**src/rtl/sdp_prelu_pkg.sv**
```systemverilog
// ---------------------------------------------------------------------------
// sdp_prelu_pkg : shared state encoding, default widths and result-width check
// Revision      : 1.0
// ---------------------------------------------------------------------------
`default_nettype none

package sdp_prelu_pkg;

  typedef enum logic [1:0] {
    ST_IDLE  = 2'd0,
    ST_RUN   = 2'd1,
    ST_DRAIN = 2'd2
  } state_e;

  localparam int DEF_IN_WIDTH  = 32;
  localparam int DEF_OP_WIDTH  = 32;
  localparam int DEF_OUT_WIDTH = 64;
  localparam int DEF_CH_NUM    = 16;
  localparam int DEF_CH_AW     = 4;
  localparam int DEF_CNT_W     = 13;

  // The product must fit the result word without truncation.
  function automatic bit out_width_ok(int out_w, int in_w, int op_w);
    return out_w >= (in_w + op_w);
  endfunction

  localparam bit DEF_RESULT_W_OK = out_width_ok(DEF_OUT_WIDTH, DEF_IN_WIDTH, DEF_OP_WIDTH);

endpackage

`default_nettype wire

```
**src/rtl/sdp_prelu_ctrl_if.sv**
```systemverilog
// ---------------------------------------------------------------------------
// sdp_prelu_ctrl_if : config, launch, alpha-write and stream bundle
// Revision          : 1.0
// ---------------------------------------------------------------------------
`default_nettype none

interface sdp_prelu_ctrl_if
  import sdp_prelu_pkg::*;
#(
  parameter int IN_WIDTH  = DEF_IN_WIDTH,
  parameter int OP_WIDTH  = DEF_OP_WIDTH,
  parameter int OUT_WIDTH = DEF_OUT_WIDTH,
  parameter int CH_AW     = DEF_CH_AW,
  parameter int CNT_W     = DEF_CNT_W
);

  logic                 cfg_prelu_en;
  logic [CNT_W-1:0]     cfg_width;
  logic [CH_AW-1:0]     cfg_channel;
  logic                 op_wr_en;
  logic [CH_AW-1:0]     op_wr_addr;
  logic [OP_WIDTH-1:0]  op_wr_data;
  logic                 op_start;
  logic                 op_busy;
  logic                 op_done;
  logic                 in_pvld;
  logic                 in_prdy;
  logic [IN_WIDTH-1:0]  in_pd;
  logic                 out_pvld;
  logic                 out_prdy;
  logic [OUT_WIDTH-1:0] out_pd;

  modport slave (
    input  cfg_prelu_en, cfg_width, cfg_channel,
    input  op_wr_en, op_wr_addr, op_wr_data, op_start,
    output op_busy, op_done,
    input  in_pvld, in_pd,
    output in_prdy,
    output out_pvld, out_pd,
    input  out_prdy
  );

  modport master (
    output cfg_prelu_en, cfg_width, cfg_channel,
    output op_wr_en, op_wr_addr, op_wr_data, op_start,
    input  op_busy, op_done,
    output in_pvld, in_pd,
    input  in_prdy,
    input  out_pvld, out_pd,
    output out_prdy
  );

endinterface

`default_nettype wire

```
**src/rtl/sdp_prelu_alpha_rf.sv**
```systemverilog
// ---------------------------------------------------------------------------
// sdp_prelu_alpha_rf : per-channel alpha flop array, sync write / comb read
// Revision           : 1.0
// ---------------------------------------------------------------------------
`default_nettype none

module sdp_prelu_alpha_rf
  import sdp_prelu_pkg::*;
#(
  parameter int CH_NUM   = DEF_CH_NUM,
  parameter int CH_AW    = DEF_CH_AW,
  parameter int OP_WIDTH = DEF_OP_WIDTH
) (
  input  wire logic                clk_i,
  input  wire logic                wr_en_i,
  input  wire logic [CH_AW-1:0]    wr_addr_i,
  input  wire logic [OP_WIDTH-1:0] wr_data_i,
  input  wire logic [CH_AW-1:0]    rd_addr_i,
  output      logic [OP_WIDTH-1:0] rd_data_o
);

  // Contents are deliberately left unreset; software loads them before a pass.
  logic [OP_WIDTH-1:0] mem_q [CH_NUM];

  always_ff @(posedge clk_i) begin
    if (wr_en_i) begin
      mem_q[wr_addr_i] <= wr_data_i;
    end
  end

  assign rd_data_o = mem_q[rd_addr_i];

endmodule

`default_nettype wire

```
**src/rtl/sdp_prelu_ctrl.sv**
```systemverilog
// ---------------------------------------------------------------------------
// sdp_prelu_ctrl : per-channel PReLU sequencer with registered output stage
// Revision       : 1.0
// ---------------------------------------------------------------------------
`default_nettype none

module sdp_prelu_ctrl
  import sdp_prelu_pkg::*;
#(
  parameter int IN_WIDTH  = DEF_IN_WIDTH,
  parameter int OP_WIDTH  = DEF_OP_WIDTH,
  parameter int OUT_WIDTH = DEF_OUT_WIDTH,
  parameter int CH_NUM    = DEF_CH_NUM,
  parameter int CH_AW     = DEF_CH_AW,
  parameter int CNT_W     = DEF_CNT_W
) (
  input  wire logic          autosa_core_clk,
  input  wire logic          autosa_core_rst,
  sdp_prelu_ctrl_if.slave    bus
);

  if (!out_width_ok(OUT_WIDTH, IN_WIDTH, OP_WIDTH)) begin : g_width_check
    $error("sdp_prelu_ctrl: OUT_WIDTH smaller than IN_WIDTH+OP_WIDTH");
  end

  state_e                 state_q;
  logic                   prelu_en_q;
  logic [CNT_W-1:0]       width_q;
  logic [CH_AW-1:0]       channel_q;
  logic [CNT_W-1:0]       elem_cnt_q;
  logic [CH_AW-1:0]       ch_cnt_q;
  logic                   busy_q;
  logic                   done_q;
  logic                   out_pvld_q;
  logic [OUT_WIDTH-1:0]   out_pd_q;

  logic                   in_prdy_d;
  logic                   accept_d;
  logic                   elem_wrap_d;
  logic                   last_elem_d;
  logic                   alpha_wr_d;
  logic [OP_WIDTH-1:0]    alpha_rd_d;
  logic signed [IN_WIDTH+OP_WIDTH-1:0] prod_d;
  logic [OUT_WIDTH-1:0]   result_d;

  assign in_prdy_d   = (state_q == ST_RUN) && (!out_pvld_q || bus.out_prdy);
  assign accept_d    = bus.in_pvld && in_prdy_d;
  assign elem_wrap_d = (elem_cnt_q == width_q);
  assign last_elem_d = elem_wrap_d && (ch_cnt_q == channel_q);
  assign alpha_wr_d  = bus.op_wr_en && (state_q == ST_IDLE);

  sdp_prelu_alpha_rf #(
    .CH_NUM   (CH_NUM),
    .CH_AW    (CH_AW),
    .OP_WIDTH (OP_WIDTH)
  ) u_alpha_rf (
    .clk_i     (autosa_core_clk),
    .wr_en_i   (alpha_wr_d),
    .wr_addr_i (bus.op_wr_addr),
    .wr_data_i (bus.op_wr_data),
    .rd_addr_i (ch_cnt_q),
    .rd_data_o (alpha_rd_d)
  );

  // Non-negative inputs bypass the multiplier only when PReLU mode is on.
  always_comb begin
    prod_d   = $signed(bus.in_pd) * $signed(alpha_rd_d);
    result_d = OUT_WIDTH'(bus.in_pd);
    if (!(prelu_en_q && !bus.in_pd[IN_WIDTH-1])) begin
      result_d = OUT_WIDTH'(prod_d);
    end
  end

  always_ff @(posedge autosa_core_clk or posedge autosa_core_rst) begin
    if (autosa_core_rst) begin
      state_q    <= ST_IDLE;
      prelu_en_q <= 1'b0;
      width_q    <= '0;
      channel_q  <= '0;
      elem_cnt_q <= '0;
      ch_cnt_q   <= '0;
      busy_q     <= 1'b0;
      done_q     <= 1'b0;
      out_pvld_q <= 1'b0;
      out_pd_q   <= '0;
    end else begin
      done_q <= 1'b0;

      case (state_q)
        ST_IDLE: begin
          if (bus.op_start) begin
            prelu_en_q <= bus.cfg_prelu_en;
            width_q    <= bus.cfg_width;
            channel_q  <= bus.cfg_channel;
            elem_cnt_q <= '0;
            ch_cnt_q   <= '0;
            busy_q     <= 1'b1;
            state_q    <= ST_RUN;
          end
        end
        ST_RUN: begin
          if (accept_d) begin
            if (elem_wrap_d) begin
              elem_cnt_q <= '0;
              ch_cnt_q   <= last_elem_d ? '0 : ch_cnt_q + 1'b1;
            end else begin
              elem_cnt_q <= elem_cnt_q + 1'b1;
            end
            if (last_elem_d) begin
              state_q <= ST_DRAIN;
            end
          end
        end
        ST_DRAIN: begin
          // Finish only once the last result has left the output register.
          if (!out_pvld_q || bus.out_prdy) begin
            busy_q  <= 1'b0;
            done_q  <= 1'b1;
            state_q <= ST_IDLE;
          end
        end
        default: begin
          busy_q  <= 1'b0;
          state_q <= ST_IDLE;
        end
      endcase

      if (accept_d) begin
        out_pvld_q <= 1'b1;
        out_pd_q   <= result_d;
      end else if (bus.out_prdy) begin
        out_pvld_q <= 1'b0;
      end
    end
  end

  assign bus.in_prdy  = in_prdy_d;
  assign bus.op_busy  = busy_q;
  assign bus.op_done  = done_q;
  assign bus.out_pvld = out_pvld_q;
  assign bus.out_pd   = out_pd_q;

endmodule

`default_nettype wire

```
**src/flat_wrapper.sv**
```systemverilog
// flat-port wrapper written by rule: the top's interface ports become plain ports
module sdp_prelu_ctrl_flat import sdp_prelu_pkg::*;
#(
  parameter int IN_WIDTH  = DEF_IN_WIDTH,
  parameter int OP_WIDTH  = DEF_OP_WIDTH,
  parameter int OUT_WIDTH = DEF_OUT_WIDTH,
  parameter int CH_NUM    = DEF_CH_NUM,
  parameter int CH_AW     = DEF_CH_AW,
  parameter int CNT_W     = DEF_CNT_W
)
  (autosa_core_clk, autosa_core_rst, bus_cfg_prelu_en, bus_cfg_width, bus_cfg_channel, bus_op_wr_en, bus_op_wr_addr, bus_op_wr_data, bus_op_start, bus_op_busy, bus_op_done, bus_in_pvld, bus_in_pd, bus_in_prdy, bus_out_pvld, bus_out_pd, bus_out_prdy);
  sdp_prelu_ctrl_if #(.IN_WIDTH(IN_WIDTH), .OP_WIDTH(OP_WIDTH), .OUT_WIDTH(OUT_WIDTH), .CH_AW(CH_AW), .CNT_W(CNT_W)) bus_i ();
  input  wire logic autosa_core_clk;
  input  wire logic autosa_core_rst;
  input wire logic [$bits(bus_i.cfg_prelu_en)-1:0] bus_cfg_prelu_en;
  input wire logic [$bits(bus_i.cfg_width)-1:0] bus_cfg_width;
  input wire logic [$bits(bus_i.cfg_channel)-1:0] bus_cfg_channel;
  input wire logic [$bits(bus_i.op_wr_en)-1:0] bus_op_wr_en;
  input wire logic [$bits(bus_i.op_wr_addr)-1:0] bus_op_wr_addr;
  input wire logic [$bits(bus_i.op_wr_data)-1:0] bus_op_wr_data;
  input wire logic [$bits(bus_i.op_start)-1:0] bus_op_start;
  output wire logic [$bits(bus_i.op_busy)-1:0] bus_op_busy;
  output wire logic [$bits(bus_i.op_done)-1:0] bus_op_done;
  input wire logic [$bits(bus_i.in_pvld)-1:0] bus_in_pvld;
  input wire logic [$bits(bus_i.in_pd)-1:0] bus_in_pd;
  output wire logic [$bits(bus_i.in_prdy)-1:0] bus_in_prdy;
  output wire logic [$bits(bus_i.out_pvld)-1:0] bus_out_pvld;
  output wire logic [$bits(bus_i.out_pd)-1:0] bus_out_pd;
  input wire logic [$bits(bus_i.out_prdy)-1:0] bus_out_prdy;
  assign bus_i.cfg_prelu_en = bus_cfg_prelu_en;
  assign bus_i.cfg_width = bus_cfg_width;
  assign bus_i.cfg_channel = bus_cfg_channel;
  assign bus_i.op_wr_en = bus_op_wr_en;
  assign bus_i.op_wr_addr = bus_op_wr_addr;
  assign bus_i.op_wr_data = bus_op_wr_data;
  assign bus_i.op_start = bus_op_start;
  assign bus_op_busy = bus_i.op_busy;
  assign bus_op_done = bus_i.op_done;
  assign bus_i.in_pvld = bus_in_pvld;
  assign bus_i.in_pd = bus_in_pd;
  assign bus_in_prdy = bus_i.in_prdy;
  assign bus_out_pvld = bus_i.out_pvld;
  assign bus_out_pd = bus_i.out_pd;
  assign bus_i.out_prdy = bus_out_prdy;
  sdp_prelu_ctrl #(.IN_WIDTH(IN_WIDTH), .OP_WIDTH(OP_WIDTH), .OUT_WIDTH(OUT_WIDTH), .CH_NUM(CH_NUM), .CH_AW(CH_AW), .CNT_W(CNT_W)) u_core (.autosa_core_clk(autosa_core_clk), .autosa_core_rst(autosa_core_rst), .bus(bus_i));
endmodule
```
**config.mk**
```make
export PLATFORM = sky130hd
export DESIGN_NAME = sdp_prelu_ctrl_flat
export DESIGN_NICKNAME = d
export VERILOG_FILES = /design/src/rtl/sdp_prelu_pkg.sv /design/src/rtl/sdp_prelu_ctrl_if.sv /design/src/rtl/sdp_prelu_alpha_rf.sv /design/src/rtl/sdp_prelu_ctrl.sv /design/src/flat_wrapper.sv
export SDC_FILE = /design/constraint.sdc
export NUM_CORES = 2
export LEC_CHECK = 0
export BUFFER_PORTS_ARGS = -buffer_cell sky130_fd_sc_hd__buf_4
export CORE_MARGIN = 3
export CORE_UTILIZATION = 60
export CTS_BUF_LIST = sky130_fd_sc_hd__clkbuf_2 sky130_fd_sc_hd__clkbuf_4 sky130_fd_sc_hd__clkbuf_8
export DETAILED_ROUTE_END_ITERATION = 7
export GPL_TIMING_DRIVEN = 0
export PLACE_DENSITY_LB_ADDON = 0.08
export SKIP_LAST_GASP = 1
export SYNTH_ARGS = -nofsm -noshare
export SYNTH_HDL_FRONTEND = slang
export SYNTH_SLANG_ARGS = --single-unit
```
**constraint.sdc**
```tcl
create_clock -name autosa_core_clk -period 11.12 [get_ports autosa_core_clk]
set_clock_uncertainty 0.2 [all_clocks]
set_input_delay 2.78 -clock autosa_core_clk [delete_from_list [all_inputs] [get_ports autosa_core_clk]]
set_output_delay 2.78 -clock autosa_core_clk [all_outputs]
set_load 0.01 [all_outputs]
```
==> flow_metrics.tcl <==
set metrics [dict create \
    arrival_ns 11.42 \
    slew_viol_final 0 \
    timing.slew.headroom_pct 12.9 \
    post_cts_hold_buffer_count 0 \
    critical_path.startpoint_type "input pin" \
    ys_async_sr_fraction_pct 16.9 \
    synth.avg_cell_area_sq_um 11.4 \
    finalSetupViolations 0 \
    postRouteWirelength_microns 196000 \
    fp.dieArea_sq_um 104000 \
    globalplace.congestion 1.07 \
    fin_nets 6933 \
    drive_gt1_share_pct 11.5 \
    cts.htree.levels 3 \
    grt_first_pass_wirelength_microns 291000 \
    status "completed" \
    overflow 0 \
    synthTopCellsByCount "fa_1 (1082), inv_1 (952), nand2_1 (665)" \
    grt_pass1_vias 44100 \
    die_x_microns 323 \
    dr.pass1.iters 6 \
    yosysSeqAreaShare_pct 29.9 \
    achievable-frequency_ghz 0.0910 \
    crit_buf_inv 4 \
    tritoncts "built" \
    setup_repair_after_global_routing_missed_its_margin "yes" \
    viasPerCell 6.00 \
    cap_violations 0 \
    cts-root-to-sink-buffers 3 \
    effective_utilization_at_floorplan_pct 60.8 \
    routed_wirelength_normalized_by_instance_count_microns 28.2 \
    tritoncts.num_buffers 93 \
    route.detailed.drc 0 \
    clk_latency_ns 0.76 \
    grt_antenna_before_repair 17 \
    ys_dominant_reg_cell "edfxtp_1" \
    count_of_antenna_violating_nets_left_after_detailed_routing 0 \
    core_area_sq_um 99000 \
    synth_enable_flop_cells 512 \
    synth.area.top_cells "fa_1 (36%), edfxtp_1 (26%), inv_1 (5.9%), and2_1 (5.4%), dfrtp_1 (4.3%)" \
    io_pins 160 \
    root_buffer_master "clkbuf_8" \
    io_buffers 158 \
    hold_slack_ns 0.287 \
    num_vias 41800 \
    setup.worst_path.end_class "flop" \
    synth.ff_latch_count 616 \
    synth_top_area_share_pct 36.0 \
    placement_rows 115 \
    kind_of_cell_adding_the_most_delay_to_the_critical_path "adder cells" \
    clock_sink_count 616 \
    groute.usage.overall_pct 39.3 \
    cpMaxStageDelayCell "clkbuf_1" \
    synth.most_common_cell "fa_1" \
    crit_path_cell_trace "buf_4 > clkbuf_1 > nand2_1 > fa_1 > fa_1 > fa_1 > fa_1 > inv_1 > fa_1 > fa_1 > fa_1 > fa_1 > ha_1 > clkbuf_1 > a21o_1 > a21o_1 > a21oi_1 > nand3_1 > o211ai_2 > nand2_2 > a21oi_4 > o221ai_2 > nor4b_1 > a211o_1" \
    synth-warning-count 0 \
    dp_hpwl_microns 158000 \
    worst-path-max-fanout 10 \
    grt_max_degree 57 \
    fp.dieH_microns 323 \
    critical-path-max-stage-delay_ns 0.91 \
    clkSlewWorstSetupHoldPaths_ns 0.06 \
    critical_path_required_ns 11.54 \
    yosysTopAreaCell "fa_1" \
    synth.net_count 6637 \
    drt_iter0_drc 4412 \
    hold_path.class "flop to flop" \
    crit_top_cell "fa_1" \
    mappedNetlistArea_sq_um 60200 \
    timing.final.crit_share_pct 98.9 \
    final_hold_violation_count 0 \
    post_synth_inst_count 5277 \
    post_synth_num_cell_types 76 \
    final.min_clock_period_ns 10.99 \
    timing.setup.critical_path_class "input pin to flop" \
    synthToLayoutAreaGrowth_pct 9.36 \
    timing_worst_slew_pin_value_ns 1.31 \
]
[path summary, 6_finish.rpt]
kind / start / endpoint / slack (ns) / cells past startpoint
setup / recovery: bus_in_pd[16] / u_core.bus.out_pd[63]$_DFFE_PP0P_ / 0.13 / 24
hold / removal: u_core.bus.out_pd[24]$_DFFE_PP0P_ / u_core.bus.out_pd[24]$_DFFE_PP0P_ / 0.29 / 2
setup reg to reg: u_core.ch_cnt_q[2]$_DFFE_PP0P_ / u_core.bus.out_pd[63]$_DFFE_PP0P_ / 0.26 / 32
hold reg to reg: u_core.bus.out_pd[24]$_DFFE_PP0P_ / u_core.bus.out_pd[24]$_DFFE_PP0P_ / 0.29 / 2
max in group asynchronous: autosa_core_rst / u_core.bus.out_pd[58]$_DFFE_PP0P_ / 7.89 / 3
min in group asynchronous: autosa_core_rst / u_core.bus.out_pd[2]$_DFFE_PP0P_ / 1.95 / 2
[final cells by class]
type                            instances  area, sq um
Timing Repair Buffer                  201         1770
Buffer                                287         1270
Antenna cell                           19         47.5
Clock buffer                          135         1620
Fill cell                            7662        33200
Tap cell                             1287         1610
Sequential cell                       616        18000
Multi-Input combinational cell       3422        37700
Clock inverter                         35          265
Inverter                              952         3580
[per-layer routing]
metal | up-vias | share of wire (%) | global-route usage, %
li1 | 17200 | - | -
met1 | 21400 | 37 | 51.0
met2 | 2502 | 45 | 59.7
met3 | 669 | 11 | 11.4
met4 | 12 | 6.9 | 22.8
met5 | - | 0.047 | 0
[stage by stage]
| stage | setup WS, ns | area, sq um | TNS (ns) | utilization [%] | instances |
|---|---|---|---|---|---|
| after CTS | 0.00207 | 65600 | 0 | 66.2 | 6922 |
| after floorplan | 0.598 | 60200 | 0 | - | 5277 |
| after detailed placement | -1.41 | 63600 | -17.55 | 64.2 | 6751 |
| final | 0.126 | 65800 | 0 | 66.5 | 6954 |
| after global routing | -0.110 | 65800 | -0.110 | 66.5 | 6941 |
| after global placement | -1.33 | 63000 | -18.58 | 63.6 | 6722 |
[sequential cells by signal (all words and copies together) (netlist names)]
register / count
u_core.channel_q: 4
u_core.bus.op_busy: 1
u_core.bus.out_pd: 64
u_core.bus.op_done: 1
u_core.prelu_en_q: 1
u_core.width_q: 13
u_core.state_q: 2
u_core.bus.out_pvld: 1
u_core.elem_cnt_q: 13
u_core.ch_cnt_q: 4
u_core.u_alpha_rf.mem_q: 512
[what timing repair did]
item	4_1_cts	5_1_grt
pin swaps	1	4
endpoints found under the setup margin	26	25
setup buffers	1	13
resized for setup	43	101
[worst reg2reg max path: cells and delay by family, from the launching register on]
kind                     cells  cell delay (ns)
AO/OA/AOI/OAI                9             2.21
adder cells (fa/ha/maj)      9             4.32
buffers and inverters        8             2.11
flip-flops                   1             0.34
AND/OR/NAND/NOR              6             1.53
[layout by cell type, fill, tap and decap left out, types with 51 or more instances in the layout]
| cell | netlist | routed |
|---|---|---|
| a21oi_1 | 115 | 113 |
| and2_1 | 522 | 522 |
| buf_4 | 6 | 181 |
| clkbuf_1 | 232 | 177 |
| clkbuf_2 | 1 | 51 |
| clkbuf_8 | 0 | 97 |
| dfrtp_1 | 104 | 104 |
| edfxtp_1 | 512 | 512 |
| fa_1 | 1082 | 1078 |
| ha_1 | 186 | 186 |
| inv_1 | 952 | 950 |
| mux2i_1 | 105 | 105 |
| mux4_2 | 64 | 64 |
| nand2_1 | 665 | 646 |
| nor2_1 | 90 | 78 |
| o21ai_0 | 147 | 147 |
[cell families (layout without fill, tap and decap cells)]
family	after synthesis	count (layout)	synth area share (%)
adders and majority gates	1268	1268	39.9
other	0	19	0
AOI/OAI and AO/OA	470	470	4.99
and+or+nand+nor	1382	1382	11.2
muxes	213	213	4.96
xor gates and xnor gates	89	89	1.29
DFF	616	616	29.9
buffers and inverters	1239	1610	7.86
Power is left out: the tool's default activity adds up to more than one toggle a clock period on the data nets, which glitch-free logic cannot reach.
